`src/rtl/rv32_branch_predictor_pkg.sv`:
```
// Shared types for the fetch-side branch predictor: branch op encoding,
// 2-bit confidence counter and sweep FSM states.
package rv32_branch_predictor_pkg;

  typedef logic [31:0] rv32_word;

  typedef enum logic [3:0] {
    OP_NONE = 4'd0,
    OP_BEQ  = 4'd1,
    OP_BNE  = 4'd2,
    OP_BLT  = 4'd3,
    OP_BGE  = 4'd4,
    OP_BLTU = 4'd5,
    OP_BGEU = 4'd6,
    OP_J    = 4'd7
  } branch_op_t;

  typedef logic [1:0] ctr2_t;

  localparam ctr2_t CTR_SNT = 2'd0;
  localparam ctr2_t CTR_WNT = 2'd1;
  localparam ctr2_t CTR_WT  = 2'd2;
  localparam ctr2_t CTR_ST  = 2'd3;

  typedef logic [0:0] bp_state_t;

  localparam bp_state_t BP_IDLE  = 1'b0;
  localparam bp_state_t BP_CLEAR = 1'b1;

  // Ops that the predictor learns from; anything else is resolved but ignored.
  function automatic logic is_branch_op(input branch_op_t op);
    logic r;
    case (op)
      OP_BEQ, OP_BNE, OP_BLT, OP_BGE, OP_BLTU, OP_BGEU, OP_J: r = 1'b1;
      default:                                                r = 1'b0;
    endcase
    return r;
  endfunction

endpackage

```
`src/rtl/rv32_sat_counter2.sv`:
```
// Next-state function of a 2-bit saturating confidence counter; a forced
// update (unconditional jump) pins the counter at strongly-taken.
module rv32_sat_counter2
  import rv32_branch_predictor_pkg::*;
(
  input  ctr2_t i_ctr,
  input  logic  i_taken,
  input  logic  i_force_strong,
  output ctr2_t o_next
);

  // Saturating step, or force to strongly-taken
  always_comb begin
    o_next = i_ctr;
    if (i_force_strong) begin
      o_next = CTR_ST;
    end else begin
      case (i_ctr)
        CTR_SNT: o_next = i_taken ? CTR_WNT : CTR_SNT;
        CTR_WNT: o_next = i_taken ? CTR_WT  : CTR_SNT;
        CTR_WT:  o_next = i_taken ? CTR_ST  : CTR_WNT;
        CTR_ST:  o_next = i_taken ? CTR_ST  : CTR_WT;
        default: o_next = CTR_SNT;
      endcase
    end
  end

endmodule

```
`src/rtl/rv32_branch_predictor.sv`:
```
// Direct-mapped fetch-side predictor trained by resolved branches from execute.
// Provides zero-latency lookup, mispredict flagging, invalidate sweep and stats.
module rv32_branch_predictor
  import rv32_branch_predictor_pkg::*;
#(
  parameter int ENTRIES  = 16,
  parameter int TAG_BITS = 8
)
(
  input  logic        clk,
  input  logic        resetn,
  input  rv32_word    fetch_pc,
  output logic        pred_taken,
  output rv32_word    pred_target,
  input  logic        resolve_valid,
  input  rv32_word    resolve_pc,
  input  branch_op_t  resolve_op,
  input  logic        resolve_taken,
  input  rv32_word    resolve_target,
  input  logic        resolve_pred_taken,
  input  rv32_word    resolve_pred_target,
  output logic        mispredict,
  input  logic        invalidate,
  output logic        busy,
  output logic [31:0] resolve_count,
  output logic [31:0] mispredict_count
);

  localparam int IDX_BITS = $clog2(ENTRIES);

  typedef logic [IDX_BITS-1:0] idx_t;
  typedef logic [TAG_BITS-1:0] tag_t;

  localparam idx_t SWEEP_LAST = idx_t'(ENTRIES - 1);

  logic [ENTRIES-1:0] r_valid;
  tag_t               r_tag    [ENTRIES];
  ctr2_t              r_ctr    [ENTRIES];
  rv32_word           r_target [ENTRIES];

  bp_state_t   r_state;
  idx_t        r_sweep;
  logic [31:0] r_resolve_count;
  logic [31:0] r_mispredict_count;

  idx_t  w_fetch_idx;
  tag_t  w_fetch_tag;
  idx_t  w_res_idx;
  tag_t  w_res_tag;
  logic  w_busy;
  logic  w_fetch_hit;
  logic  w_pred_taken;
  logic  w_mispredict;
  logic  w_res_hit;
  logic  w_train;
  logic  w_is_jump;
  logic  w_upd_hit;
  logic  w_alloc;
  logic  w_wr_target;
  ctr2_t w_ctr_next;
  ctr2_t w_new_ctr;
  logic  w_unused_pc;

  assign w_fetch_idx = fetch_pc[IDX_BITS+1:2];
  assign w_fetch_tag = fetch_pc[IDX_BITS+2 +: TAG_BITS];
  assign w_res_idx   = resolve_pc[IDX_BITS+1:2];
  assign w_res_tag   = resolve_pc[IDX_BITS+2 +: TAG_BITS];
  assign w_unused_pc = ^resolve_pc;

  assign w_busy = (r_state == BP_CLEAR);

  // Lookup reads the registered table directly, so same-cycle updates are not bypassed
  assign w_fetch_hit  = r_valid[w_fetch_idx] && (r_tag[w_fetch_idx] == w_fetch_tag);
  assign w_pred_taken = !w_busy && w_fetch_hit && r_ctr[w_fetch_idx][1];

  assign w_mispredict = resolve_valid &&
                        ((resolve_taken != resolve_pred_taken) ||
                         (resolve_taken && (resolve_target != resolve_pred_target)));

  assign w_res_hit   = r_valid[w_res_idx] && (r_tag[w_res_idx] == w_res_tag);
  assign w_train     = resolve_valid && !w_busy && is_branch_op(resolve_op);
  assign w_is_jump   = (resolve_op == OP_J);
  assign w_upd_hit   = w_train && w_res_hit;
  assign w_alloc     = w_train && !w_res_hit && resolve_taken;
  assign w_wr_target = (w_upd_hit && (resolve_taken || w_is_jump)) || w_alloc;

  rv32_sat_counter2 u_ctr_next (
    .i_ctr          (r_ctr[w_res_idx]),
    .i_taken        (resolve_taken),
    .i_force_strong (w_is_jump),
    .o_next         (w_ctr_next)
  );

  // New allocations start weakly-taken, jumps strongly-taken
  always_comb begin
    w_new_ctr = w_ctr_next;
    if (w_alloc) begin
      if (w_is_jump) begin
        w_new_ctr = CTR_ST;
      end else begin
        w_new_ctr = CTR_WT;
      end
    end else begin
      w_new_ctr = w_ctr_next;
    end
  end

  // Table payload: tag, counter and target carry no reset, gated by valid
  always_ff @(posedge clk) begin
    if (w_upd_hit || w_alloc) begin
      r_tag[w_res_idx] <= w_res_tag;
      r_ctr[w_res_idx] <= w_new_ctr;
    end
    if (w_wr_target) begin
      r_target[w_res_idx] <= resolve_target;
    end
  end

  // Sweep FSM and valid bits; a new invalidate during CLEAR restarts at entry 0
  always_ff @(posedge clk or negedge resetn) begin
    if (!resetn) begin
      r_state <= BP_IDLE;
      r_sweep <= {IDX_BITS{1'b0}};
      r_valid <= {ENTRIES{1'b0}};
    end else begin
      case (r_state)
        BP_IDLE: begin
          if (w_alloc) begin
            r_valid[w_res_idx] <= 1'b1;
          end
          if (invalidate) begin
            r_state <= BP_CLEAR;
            r_sweep <= {IDX_BITS{1'b0}};
          end
        end
        BP_CLEAR: begin
          r_valid[r_sweep] <= 1'b0;
          if (invalidate) begin
            r_sweep <= {IDX_BITS{1'b0}};
          end else if (r_sweep == SWEEP_LAST) begin
            r_state <= BP_IDLE;
            r_sweep <= {IDX_BITS{1'b0}};
          end else begin
            r_sweep <= r_sweep + idx_t'(1);
          end
        end
        default: begin
          r_state <= BP_IDLE;
          r_sweep <= {IDX_BITS{1'b0}};
        end
      endcase
    end
  end

  // Resolve and mispredict statistics, counting even while sweeping
  always_ff @(posedge clk or negedge resetn) begin
    if (!resetn) begin
      r_resolve_count    <= 32'd0;
      r_mispredict_count <= 32'd0;
    end else begin
      if (resolve_valid) begin
        r_resolve_count <= r_resolve_count + 32'd1;
      end
      if (w_mispredict) begin
        r_mispredict_count <= r_mispredict_count + 32'd1;
      end
    end
  end

  assign pred_taken       = w_pred_taken;
  assign pred_target      = w_pred_taken ? r_target[w_fetch_idx] : (fetch_pc + 32'd4);
  assign mispredict       = w_mispredict;
  assign busy             = w_busy;
  assign resolve_count    = r_resolve_count;
  assign mispredict_count = r_mispredict_count;

endmodule

```
`config.mk`:
```
export PLATFORM = sky130hd
export DESIGN_NAME = rv32_branch_predictor
export DESIGN_NICKNAME = d
export VERILOG_FILES = /design/src/rtl/rv32_branch_predictor_pkg.sv /design/src/rtl/rv32_sat_counter2.sv /design/src/rtl/rv32_branch_predictor.sv
export SDC_FILE = /design/constraint.sdc
export NUM_CORES = 1
export LEC_CHECK = 0
export ABC_AREA = 1
export BUFFER_PORTS_ARGS = -buffer_cell sky130_fd_sc_hd__buf_4
export CORE_MARGIN = 2
export CORE_UTILIZATION = 36
export DETAILED_ROUTE_END_ITERATION = 8
export SLEW_MARGIN = 10
export SYNTH_ARGS = -nofsm -noshare
export SYNTH_HDL_FRONTEND = slang
export SYNTH_HIERARCHICAL = 1
export SYNTH_SLANG_ARGS = --single-unit
```
`constraint.sdc`:
```
create_clock -name clk -period 8.7 [get_ports clk]
set_input_delay 1.74 -clock clk [delete_from_list [all_inputs] [get_ports clk]]
set_output_delay 1.74 -clock clk [all_outputs]
set_load 0.02 [all_outputs]
```
==> impl_metrics.json, run 1 <==
{
  "layout-drive-gt1-share": 0.125,
  "fin_clk_skew_ps": 70.6,
  "finalWorstPathRequiredPeriod_ps": 7450,
  "critical_path.endpoint_type": "output pin",
  "synth_nets": 3418,
  "leakagePower_nw": 14.9,
  "initial_core_util": 0.362,
  "total_of_warnings_raised_by_yosys": 6,
  "layout_commonest_cell": "sky130_fd_sc_hd__nand2_1",
  "final_core_utilization": 0.421,
  "detail_route.wirelength_um": 103000,
  "clkPwrFrac": 0.424,
  "power_switching_share": 0.248,
  "crit_arrival_ps": 5710,
  "yosys.area_share.adder": 0.00256,
  "holdCritPathClass": "flip-flop to flip-flop",
  "number_of_antenna_violations_at_the_first_check_in_global_routing": 4,
  "full_die_area_mm2": 0.0976,
  "grt_pass1_wl_um": 153000,
  "routed_wire_length_per_instance_um": 21.6,
  "sw_pwr_mw": 2.06,
  "worstSetupPathType": "input pin to output pin",
  "synth_top_family_by_area": "simple AND/OR/NAND/NOR gates",
  "synth.lib_cells_used.distinct": 49,
  "grt_pass1_vias": 24200,
  "remaining_drc_errors": 0,
  "worstSkewPairLatency_ps": 680,
  "cts.repair_timing.setup_buffer_count": 0,
  "worst_path_required_time_ps": 6960,
  "setup_total_negative_slack_ps": 0,
  "area_growth_pct": 16.4,
  "cts-buffers-inserted": 84,
  "p_per_area_mw_per_mm2": 209,
  "worst_slew_pin_slew_ps": 1230,
  "globalRoute.totalOverflow": 0,
  "first_iter_violations": 2683,
  "syn-cell-area_mm2": 0.0342,
  "synth_compound_gate_area_share": 0.105,
  "avgSynthCellArea_um2": 10.5,
  "grt_start_max_net_pins": 138,
  "status": "finished clean",
  "power.ir.vdd_worst_mv": 0.151,
  "rows": 113,
  "height_of_the_die_um": 312,
  "synth.mux.area_fraction": 0,
  "yosysSeqAreaShare": 0.651,
  "clkSlewWorstSetupHoldPaths_ps": 60,
  "gp_congestion": 0.855,
  "drv.max_cap_violation_count": 0,
  "crit_fanout": 137,
  "power.internal_mw": 6.25,
  "grt_setup_unrepaired": "no",
  "share_of_synthesized_cell_area_in_and_or_nand_and_nor_gates": 0.173,
  "synth_xor_xnor_area_share": 0.0243,
  "route.detailed.vias_per_inst": 5.32,
  "critPathLaunchType": "input pin",
  "grt_usage": 0.208,
  "antennaDiodeCount": 0,
  "combinationalPowerShare": 0.088,
  "slew-limit-headroom": 0.181,
  "post_cts_resize_count": 0,
  "clock-root-buffer": "sky130_fd_sc_hd__clkbuf_16",
  "finalWorstSetupSlack_ps": 1250,
  "final-setup-viol-count": 0,
  "ant_nets": 0,
  "cells_after_synthesis": 3273,
  "fin_crit_sh": 0.857,
  "max_freq_mhz": 134,
  "place_worst_setup_slack_ps": 1350,
  "final_cell_mix": "695 x sky130_fd_sc_hd__nand2_1, 672 x sky130_fd_sc_hd__edfxtp_1, 481 x sky130_fd_sc_hd__nor2_1, 352 x sky130_fd_sc_hd__o21ai_0, 254 x sky130_fd_sc_hd__buf_4",
  "slew_violations": 0,
  "chipWidth_um": 312,
  "postCtsHoldBufs": 0,
  "cts_tree": "yes",
  "finalHoldViolCount": 0,
  "dr.pass1.iters": 5,
  "hpwl_after_dpl_um": 62900,
  "ys_seq_elements": 757,
  "numClockSinks": 757,
  "design.core.area_mm2": 0.0946,
  "hold-path-cell-count": 1,
  "finish.net_count": 3592,
  "cts-htree-levels": 3,
  "io_buffer_count": 216,
  "dr_total_vias": 25400,
  "seqPwrFrac": 0.488,
  "rr_worst_depth": 15,
  "num_io_pins": 237,
  "clk_path_buf_depth": 3
}
-- layer usage --
layer  GRT usage  share of wire  up-vias
met5           0        0.00041        -
met2       0.341           0.47      965
li1            -              -    11800
met3      0.0316          0.073      168
met1       0.285           0.43    12500
met4      0.0647          0.026        6
-- flip-flops by register name, indices dropped and copies added, names as in the netlist --
register          cells
mispredict_count     32
busy                  1
r_target            512
r_ctr                32
resolve_count        32
r_tag               128
r_valid              16
r_sweep               4
-- cell usage after synthesis, drive strengths merged --
| cell type | n | area [um^2] |
|---|---|---|
| a211oi | 1 | 7.51 |
| a21o | 1 | 7.51 |
| a21oi | 38 | 194 |
| a22o | 1 | 8.76 |
| a22oi | 16 | 120 |
| and3 | 2 | 12.5 |
| buf | 60 | 412 |
| clkbuf | 108 | 405 |
| clkinv | 3 | 11.3 |
| dfrtp | 85 | 2130 |
| edfxtp | 672 | 20200 |
| ha | 7 | 87.6 |
| inv | 179 | 672 |
| nand2 | 697 | 2640 |
| nand3 | 155 | 841 |
| nand3b | 1 | 7.51 |
| nand4 | 26 | 169 |
| nor2 | 510 | 1960 |
| nor3 | 27 | 140 |
| nor4 | 18 | 119 |
| nor4b | 1 | 8.76 |
| o2111ai | 1 | 8.76 |
| o211ai | 32 | 240 |
| o21a | 2 | 15.0 |
| o21ai | 384 | 1920 |
| o21bai | 6 | 60.1 |
| o221ai | 49 | 429 |
| o22ai | 91 | 569 |
| o31ai | 1 | 7.51 |
| or2 | 2 | 12.5 |
| or4 | 2 | 15.0 |
| xnor2 | 25 | 219 |
| xor2 | 70 | 613 |
-- area by class of cell --
class | count | area (um^2)
inverter | 182 | 693
clock buffer | 102 | 2170
fill | 8952 | 54700
clock inverter | 53 | 604
sequential | 757 | 22300
timing repair buffer | 256 | 1930
tap | 1265 | 1580
multi-input combinational | 2166 | 10600
-- kinds of logic (layout without fill, tap and decap cells) --
family / count (synthesis) / count (layout)
fa+ha+maj: 7 / 7
xor+xnor: 95 / 95
buf+inv: 350 / 593
compound gates: 623 / 623
flops: 757 / 757
simple gates: 1441 / 1441
-- power groups by stage --
stage | Sequential (mW) | Combinational (mW) | Clock (mW)
after floorplan | 4.15 | 0.374 | 0
after global placement | 4.13 | 0.730 | 0
after detailed placement | 4.13 | 0.735 | 0
after CTS | 4.06 | 0.736 | 3.60
after global routing | 4.06 | 0.804 | 3.75
final | 4.06 | 0.732 | 3.52
-- per-stage QoR --
step / std cells / total power [mW] / hold slack (ps) / cell area (um^2)
3_5_place_dp: 4626 / 4.87 / 475 / 37100
5_1_grt: 4781 / 8.61 / 510 / 39900
6_report: 4781 / 8.31 / 501 / 39900
3_3_place_gp: 4626 / 4.86 / 472 / 37100
4_1_cts: 4781 / 8.39 / 494 / 39900
2_1_floorplan: 3273 / 4.53 / 474 / 34200
-- final timing paths --
path | start | endpoint | slack (ps)
max | fetch_pc[2] | pred_target[20] | 1250
min | resolve_count[31] | resolve_count[31] | 500
max reg2reg | r_valid[4] | r_target[13][7] | 4960
min reg2reg | resolve_count[31] | resolve_count[31] | 500
max in group asynchronous | resetn | r_valid[9] | 6580
min in group asynchronous | resetn | resolve_count[30] | 980
-- critical path, stage by stage --
cell,delay (ps)
sky130_fd_sc_hd__buf_8,220
sky130_fd_sc_hd__inv_8,680
sky130_fd_sc_hd__nand3_1,140
sky130_fd_sc_hd__nand3_1,120
sky130_fd_sc_hd__nand2_1,60
sky130_fd_sc_hd__nand2_1,60
sky130_fd_sc_hd__nand3_1,110
sky130_fd_sc_hd__a21oi_1,400
sky130_fd_sc_hd__nand3_1,170
sky130_fd_sc_hd__nor2_2,160
sky130_fd_sc_hd__nand2_2,90
sky130_fd_sc_hd__nor2_4,470
sky130_fd_sc_hd__buf_4,380
sky130_fd_sc_hd__nor2_1,150
sky130_fd_sc_hd__nor2_1,340
sky130_fd_sc_hd__buf_4,210
(Power assumes the default switching activity.)
==> run 2, diff against run 1 <==
- ABC_AREA: 1 -> not set
==> run 2 against run 1 <==
Against the previous run: register-to-register slack got worse by 560 ps; largest cell class unchanged; highest routed layer unchanged; first-iteration DRC count fell by 34%; setup slack improved by 220 ps; critical endpoint is now pred_target[31]; final area fell by 5.3%.
==> impl_metrics.json, run 2 <==
{
  "crit_start": "fetch_pc[4]",
  "first_iter_violations": 1777,
  "globalRoute.totalOverflow": 0,
  "hpwl_after_dpl_um": 52700,
  "route.detailed.vias_per_inst": 5.46,
  "postCtsHoldBufs": 0,
  "avgSynthCellArea_um2": 19.2,
  "routed_wire_length_per_instance_um": 27.1,
  "cp_top_family": "simple AND/OR/NAND/NOR gates",
  "final-setup-viol-count": 0,
  "largest_registers": "r_target x512, r_tag x128",
  "list_of_most_frequent_post_synthesis_cells": "672 x sky130_fd_sc_hd__edfxtp_1, 233 x sky130_fd_sc_hd__mux4_2, 85 x sky130_fd_sc_hd__dfrtp_1",
  "ys_seq_elements": 757,
  "hold_path_startpoint": "mispredict_count[31]",
  "yosysSeqAreaShare": 0.692,
  "status": "finished clean",
  "post-synth-top-area-cell": "sky130_fd_sc_hd__edfxtp_1",
  "max_flop_register": "r_target",
  "initial_core_util": 0.364,
  "antennaDiodeCount": 0,
  "number_of_antenna_violations_at_the_first_check_in_global_routing": 4,
  "worst_path_required_time_ps": 6960,
  "worst-path-stages": 10,
  "power.ir.vdd_worst_mv": 0.166,
  "syn-cell-area_mm2": 0.0322,
  "cts-htree-levels": 3,
  "synth_nets": 1819,
  "fin_crit_sh": 0.832,
  "dr.pass1.iters": 5,
  "power.total_mw": 7.92,
  "synth.lib_cells_used.distinct": 59,
  "critPathLaunchType": "input pin",
  "setup_total_negative_slack_ps": 0,
  "dpl.cell_count": 3011,
  "grt_usage": 0.185,
  "worstSetupPathType": "input pin to output pin",
  "largest_reg_flops": 512,
  "cts_tree": "yes",
  "grt_setup_unrepaired": "no",
  "synth_top_cell_area_share": 0.626,
  "layout_commonest_cell": "sky130_fd_sc_hd__edfxtp_1",
  "height_of_the_die_um": 303,
  "synth.top_cells.by_area": "sky130_fd_sc_hd__edfxtp_1 63%, sky130_fd_sc_hd__mux4_2 16%, sky130_fd_sc_hd__dfrtp_1 6.6%, sky130_fd_sc_hd__xor2_1 2.0%, sky130_fd_sc_hd__xnor2_1 1.9%",
  "cts-buffers-inserted": 79,
  "grt_pass1_wl_um": 122000,
  "slew_violations": 0,
  "total_of_warnings_raised_by_yosys": 6,
  "design.core.area_mm2": 0.0885,
  "dr_total_vias": 17200,
  "finalWorstPathRequiredPeriod_ps": 7240,
  "clk_path_buf_depth": 3,
  "crit_arrival_ps": 5500,
  "yosysMostFrequentCell": "sky130_fd_sc_hd__edfxtp_1",
  "delay_of_the_slowest_cell_on_the_worst_path_ps": 750,
  "leakagePower_nw": 12.8,
  "crit_path_cell_trace": "buf_4, and3_1, and4_1, nor2b_1, nand2_1, nor2_1, nand3_1, xnor2_1, mux2_2, buf_4",
  "fin_clk_skew_ps": 32.9,
  "postPlaceCellArea_mm2": 0.0353,
  "grt_start_max_net_pins": 86,
  "numClockSinks": 757,
  "stdcell_area_mm2": 0.0378,
  "post_cts_resize_count": 0,
  "worst_slew_pin_slew_ps": 1270,
  "max_freq_mhz": 138,
  "rr_worst_depth": 6,
  "worstSkewPairLatency_ps": 640,
  "chipWidth_um": 303,
  "cts.repair_timing.setup_buffer_count": 0,
  "final_cell_mix": "672 x sky130_fd_sc_hd__edfxtp_1, 249 x sky130_fd_sc_hd__buf_4, 233 x sky130_fd_sc_hd__mux4_2, 85 x sky130_fd_sc_hd__dfrtp_1, 79 x sky130_fd_sc_hd__clkbuf_16",
  "full_die_area_mm2": 0.0919,
  "synth_edf_count": 672,
  "holdCritPathClass": "flip-flop to flip-flop",
  "p_per_area_mw_per_mm2": 210,
  "gp_congestion": 0.823,
  "rows": 109,
  "area_growth_pct": 17.2,
  "launching_point_of_the_worst_reg2reg_path": "busy",
  "critical-path-top-cell-by-count": "sky130_fd_sc_hd__buf_4",
  "hold-path-cell-count": 1,
  "num_io_pins": 237,
  "finish.net_count": 2072,
  "grt_pass1_vias": 17600,
  "remaining_drc_errors": 0,
  "layout-drive-gt1-share": 0.333,
  "finish.cell_count_without_fillers": 3157,
  "detail_route.wirelength_um": 85400,
  "critical_path.endpoint_type": "output pin",
  "slew-limit-headroom": 0.150,
  "ant_nets": 0,
  "crit_fanout": 26,
  "clock-root-buffer": "sky130_fd_sc_hd__clkbuf_16",
  "clkSlewWorstSetupHoldPaths_ps": 60,
  "finalHoldViolCount": 0,
  "critPathBufInv": 2,
  "synth_ff_type": "sky130_fd_sc_hd__edfxtp_1",
  "io_buffer_count": 216,
  "cells_after_synthesis": 1674,
  "postSynth.asyncResetShare": 0.112,
  "crit_path_top_delay_cell": "sky130_fd_sc_hd__nor2b_1",
  "drv.max_cap_violation_count": 0
}
==> run 2: final cells by class <==
class / count / area [um^2]
repair buffers: 251 / 1900
fillers: 7704 / 50800
clock inverters: 43 / 393
well taps: 1165 / 1460
multi-input cells: 823 / 9550
clock buffers: 103 / 2100
flip-flops and latches: 757 / 22300
inverters: 15 / 56.3
==> run 2: power by group <==
group	leakage, nW	switching, mW	internal, mW
sequential	7.12	0.0626	4.01
clock	1.21	1.42	1.79
combinational	4.51	0.359	0.284
==> run 2: worst register-to-register path: cells and delay by family (launching register included) <==
family / cells / cell delay, ps
DFF: 1 / 650
and+or+nand+nor: 3 / 2520
buffers and inverters: 2 / 750
AOI/OAI and AO/OA: 1 / 60
==> run 2: worst paths after layout <==
| check | slack (ps) | endpoint |
|---|---|---|
| max in group asynchronous | 6670 | resolve_count[0] |
| setup / recovery | 1460 | pred_target[31] |
| hold / removal | 470 | mispredict_count[31] |
| hold reg to reg | 470 | mispredict_count[31] |
| setup reg to reg | 4400 | r_target[12][22] |
| min in group asynchronous | 1340 | mispredict_count[18] |
==> run 2: logic make-up (layout without fill, tap and decap cells) <==
family | after synthesis | count (layout) | share of synthesized area
flip-flops | 757 | 757 | 0.692
AND/OR/NAND/NOR | 296 | 296 | 0.0463
XOR/XNOR | 143 | 143 | 0.0389
multiplexers | 301 | 301 | 0.189
adder cells (fa/ha/maj) | 7 | 7 | 0.00272
buffers and inverters | 94 | 412 | 0.0152
AO/OA/AOI/OAI | 76 | 76 | 0.0157
==> run 2: metrics by stage <==
stage                     hold WS (ps)  setup WS [ps]   util
final                              472           1460  0.427
after floorplan                    469           2700      -
after CTS                          471           1480  0.427
after detailed placement           463           1500  0.398
after global routing               491           1180  0.427
after global placement             461           1510  0.398
==> run 2: metal layers <==
layer | vias to the layer above | track usage | wire length, um | part of all wire
li1 | 7284 | - | - | -
met1 | 9178 | 0.258 | 35700 | 0.42
met2 | 675 | 0.303 | 41900 | 0.49
met3 | 104 | 0.0331 | 5960 | 0.070
met4 | 6 | 0.0483 | 1750 | 0.020
met5 | - | 0 | 43 | 0.00050
==> run 3, diff against run 2 <==
- clock period: 8.7 -> 7.3 ns (I/O delays scaled with it)
==> run 3 against run 2 <==
Against the previous run: hold slack improved by 4.6 ps; sequential power is 19% higher; power increased by 24%; register-to-register slack got worse by 1400 ps; clock skew rose by 8.4 ps; clock power increased by 31%; critical path depth down 1; setup slack worse by 670 ps; first-iteration DRC count fell by 0.68%; final area rose by 1.0%; global-route usage about the same; via count rose by 0.14%; largest power group unchanged; highest routed layer unchanged.
==> impl_metrics.json, run 3 (synthesis results as in run 2) <==
{
  "layout-drive-gt1-share": 0.341,
  "finalWorstPathRequiredPeriod_ps": 6510,
  "crit_arrival_ps": 5050,
  "worstSkewPairLatency_ps": 650,
  "grt_usage": 0.185,
  "launching_point_of_the_worst_reg2reg_path": "r_tag[11][4]",
  "max_freq_mhz": 154,
  "wirelength_met1_um": 35400,
  "power_switching_share": 0.230,
  "route.detailed.vias_per_inst": 5.44,
  "final_cell_mix": "672 x sky130_fd_sc_hd__edfxtp_1, 251 x sky130_fd_sc_hd__buf_4, 233 x sky130_fd_sc_hd__mux4_2, 85 x sky130_fd_sc_hd__dfrtp_1, 84 x sky130_fd_sc_hd__clkbuf_16",
  "dr.pass1.iters": 8,
  "routed-wl-met3_um": 5800,
  "worst_setup_path_endpoint": "pred_target[7]",
  "dr_total_vias": 17300,
  "grt_setup_unrepaired": "no",
  "cts.repair_timing.setup_buffer_count": 0,
  "grt_pass1_wl_um": 123000,
  "place_worst_setup_slack_ps": 762,
  "crit_fanout": 79,
  "setup_total_negative_slack_ps": 0,
  "chipWidth_um": 303,
  "top_layer_used": "met5",
  "power.internal_mw": 7.54,
  "routed_wire_length_per_instance_um": 26.9,
  "io_buffer_count": 216,
  "globalRoute.totalOverflow": 0,
  "finalWorstSetupSlack_ps": 794,
  "initial_core_util": 0.364,
  "final-setup-viol-count": 0,
  "number_of_antenna_violations_at_the_first_check_in_global_routing": 7,
  "grt_start_max_net_pins": 126,
  "design.core.area_mm2": 0.0885,
  "ant_nets": 0,
  "area_growth_pct": 18.4,
  "worst_path_required_time_ps": 5840,
  "cts_tree": "yes",
  "clkSlewWorstSetupHoldPaths_ps": 60,
  "postCtsHoldBufs": 0,
  "largest_registers": "r_target x512, r_tag x128",
  "power.ir.vdd_worst_mv": 0.221,
  "drv.max_cap_violation_count": 0,
  "critPathLaunchType": "input pin",
  "height_of_the_die_um": 303,
  "worst_slew_pin_slew_ps": 1090,
  "slew-limit-headroom": 0.272,
  "rr_worst_depth": 10,
  "gp_congestion": 0.832,
  "fin_clk_skew_ps": 41.3,
  "clkPwrFrac": 0.427,
  "rows": 109,
  "fin_crit_sh": 0.891,
  "hpwl_after_dpl_um": 52300,
  "detailroute.wirelength.met2_um": 42600,
  "combinationalPowerShare": 0.078,
  "num-fill-cells": 7622,
  "clk_path_buf_depth": 3,
  "seqPwrFrac": 0.494,
  "p_per_area_mw_per_mm2": 257,
  "sw_pwr_mw": 2.26,
  "clock-root-buffer": "sky130_fd_sc_hd__clkbuf_16",
  "numClockSinks": 757,
  "holdCritPathClass": "flip-flop to flip-flop",
  "critical_path.endpoint_type": "output pin",
  "cts-buffers-inserted": 83,
  "finish.net_count": 2083,
  "grt_pass1_vias": 17800,
  "worstSetupPathType": "input pin to output pin",
  "regToRegSetupSlack_ps": 2970,
  "hold_path_startpoint": "resolve_count[31]",
  "full_die_area_mm2": 0.0919,
  "num_io_pins": 237,
  "post_cts_resize_count": 0,
  "slew_violations": 0,
  "max_flop_register": "r_target",
  "crit_start": "fetch_pc[2]",
  "status": "finished clean",
  "remaining_drc_errors": 0,
  "finalHoldViolCount": 0,
  "largest_reg_flops": 512,
  "cts-htree-levels": 3,
  "first_iter_violations": 1765,
  "power.total_mw": 9.80,
  "detail_route.wirelength_um": 85400,
  "layout_commonest_cell": "sky130_fd_sc_hd__edfxtp_1",
  "leakagePower_nw": 13.0,
  "r2r-end": "r_target[3][16]"
}
run 3: cell types whose count changed in the layout (fill, tap and decap cells not counted), moves of 2 or more:
cell / before / now
sky130_fd_sc_hd__clkinv_4: 0 / 2
sky130_fd_sc_hd__clkbuf_16: 79 / 84
sky130_fd_sc_hd__clkbuf_1: 21 / 18
sky130_fd_sc_hd__bufinv_16: 2 / 7
sky130_fd_sc_hd__clkinv_16: 5 / 3
sky130_fd_sc_hd__buf_4: 249 / 251
sky130_fd_sc_hd__clkinv_2: 15 / 18
sky130_fd_sc_hd__buf_12: 0 / 5
run 3: cell type report:
| class | count | area [um^2] | area share |
|---|---|---|---|
| Timing Repair Buffer | 258 | 2010 | 0.0527 |
| Clock buffer | 106 | 2220 | 0.0583 |
| Multi-Input combinational cell | 823 | 9550 | 0.250 |
| Inverter | 15 | 56.3 | 0.00148 |
| Antenna cell | 1 | 2.50 | 0.0000656 |
| Tap cell | 1165 | 1460 | 0.0382 |
| Clock inverter | 50 | 532 | 0.0139 |
| Sequential cell | 757 | 22300 | 0.585 |
run 3: how the worst min path moves through the flow:
stage | end | slack (ps) | depth (start not counted)
global route | resolve_count[31] | 490 | 1
detailed placement | resolve_count[31] | 470 | 1
floorplan | r_valid[8] | 470 | 2
CTS | resolve_count[31] | 480 | 1
global placement | mispredict_count[31] | 460 | 1
finish | resolve_count[31] | 480 | 1
run 3: per-stage QoR:
step           cell area, um^2   util  instances  hold WS [ps]
2_1_floorplan            32200      -       1674           469
3_3_place_gp             35400  0.400       3018           460
3_5_place_dp             35400  0.400       3018           472
4_1_cts                  38100  0.431       3174           480
5_1_grt                  38100  0.431       3175           486
6_report                 38100  0.431       3175           477
run 3: layer usage:
layer | GRT usage | vias up
met5 | 0 | -
met4 | 0.0467 | 6
met3 | 0.0343 | 113
met2 | 0.305 | 633
met1 | 0.255 | 9202
li1 | - | 7318
run 3: critical path, cell delays in order:
cell and delay, ps:
sky130_fd_sc_hd__buf_8 550, sky130_fd_sc_hd__mux4_2 640, sky130_fd_sc_hd__mux4_2 530, sky130_fd_sc_hd__xnor2_1 200, sky130_fd_sc_hd__and3_1 230, sky130_fd_sc_hd__nand4b_4 350, sky130_fd_sc_hd__buf_4 420, sky130_fd_sc_hd__mux2_4 380
sky130_fd_sc_hd__buf_4 170
run 3: power groups by stage:
| stage | combinational, mW | clock (mW) | sequential (mW) |
|---|---|---|---|
| final | 0.767 | 4.19 | 4.84 |
| after global placement | 0.764 | 0 | 4.93 |
| after CTS | 0.780 | 4.28 | 4.84 |
| after detailed placement | 0.778 | 0 | 4.93 |
| after floorplan | 0.398 | 0 | 4.96 |
| after global routing | 0.827 | 4.45 | 4.85 |
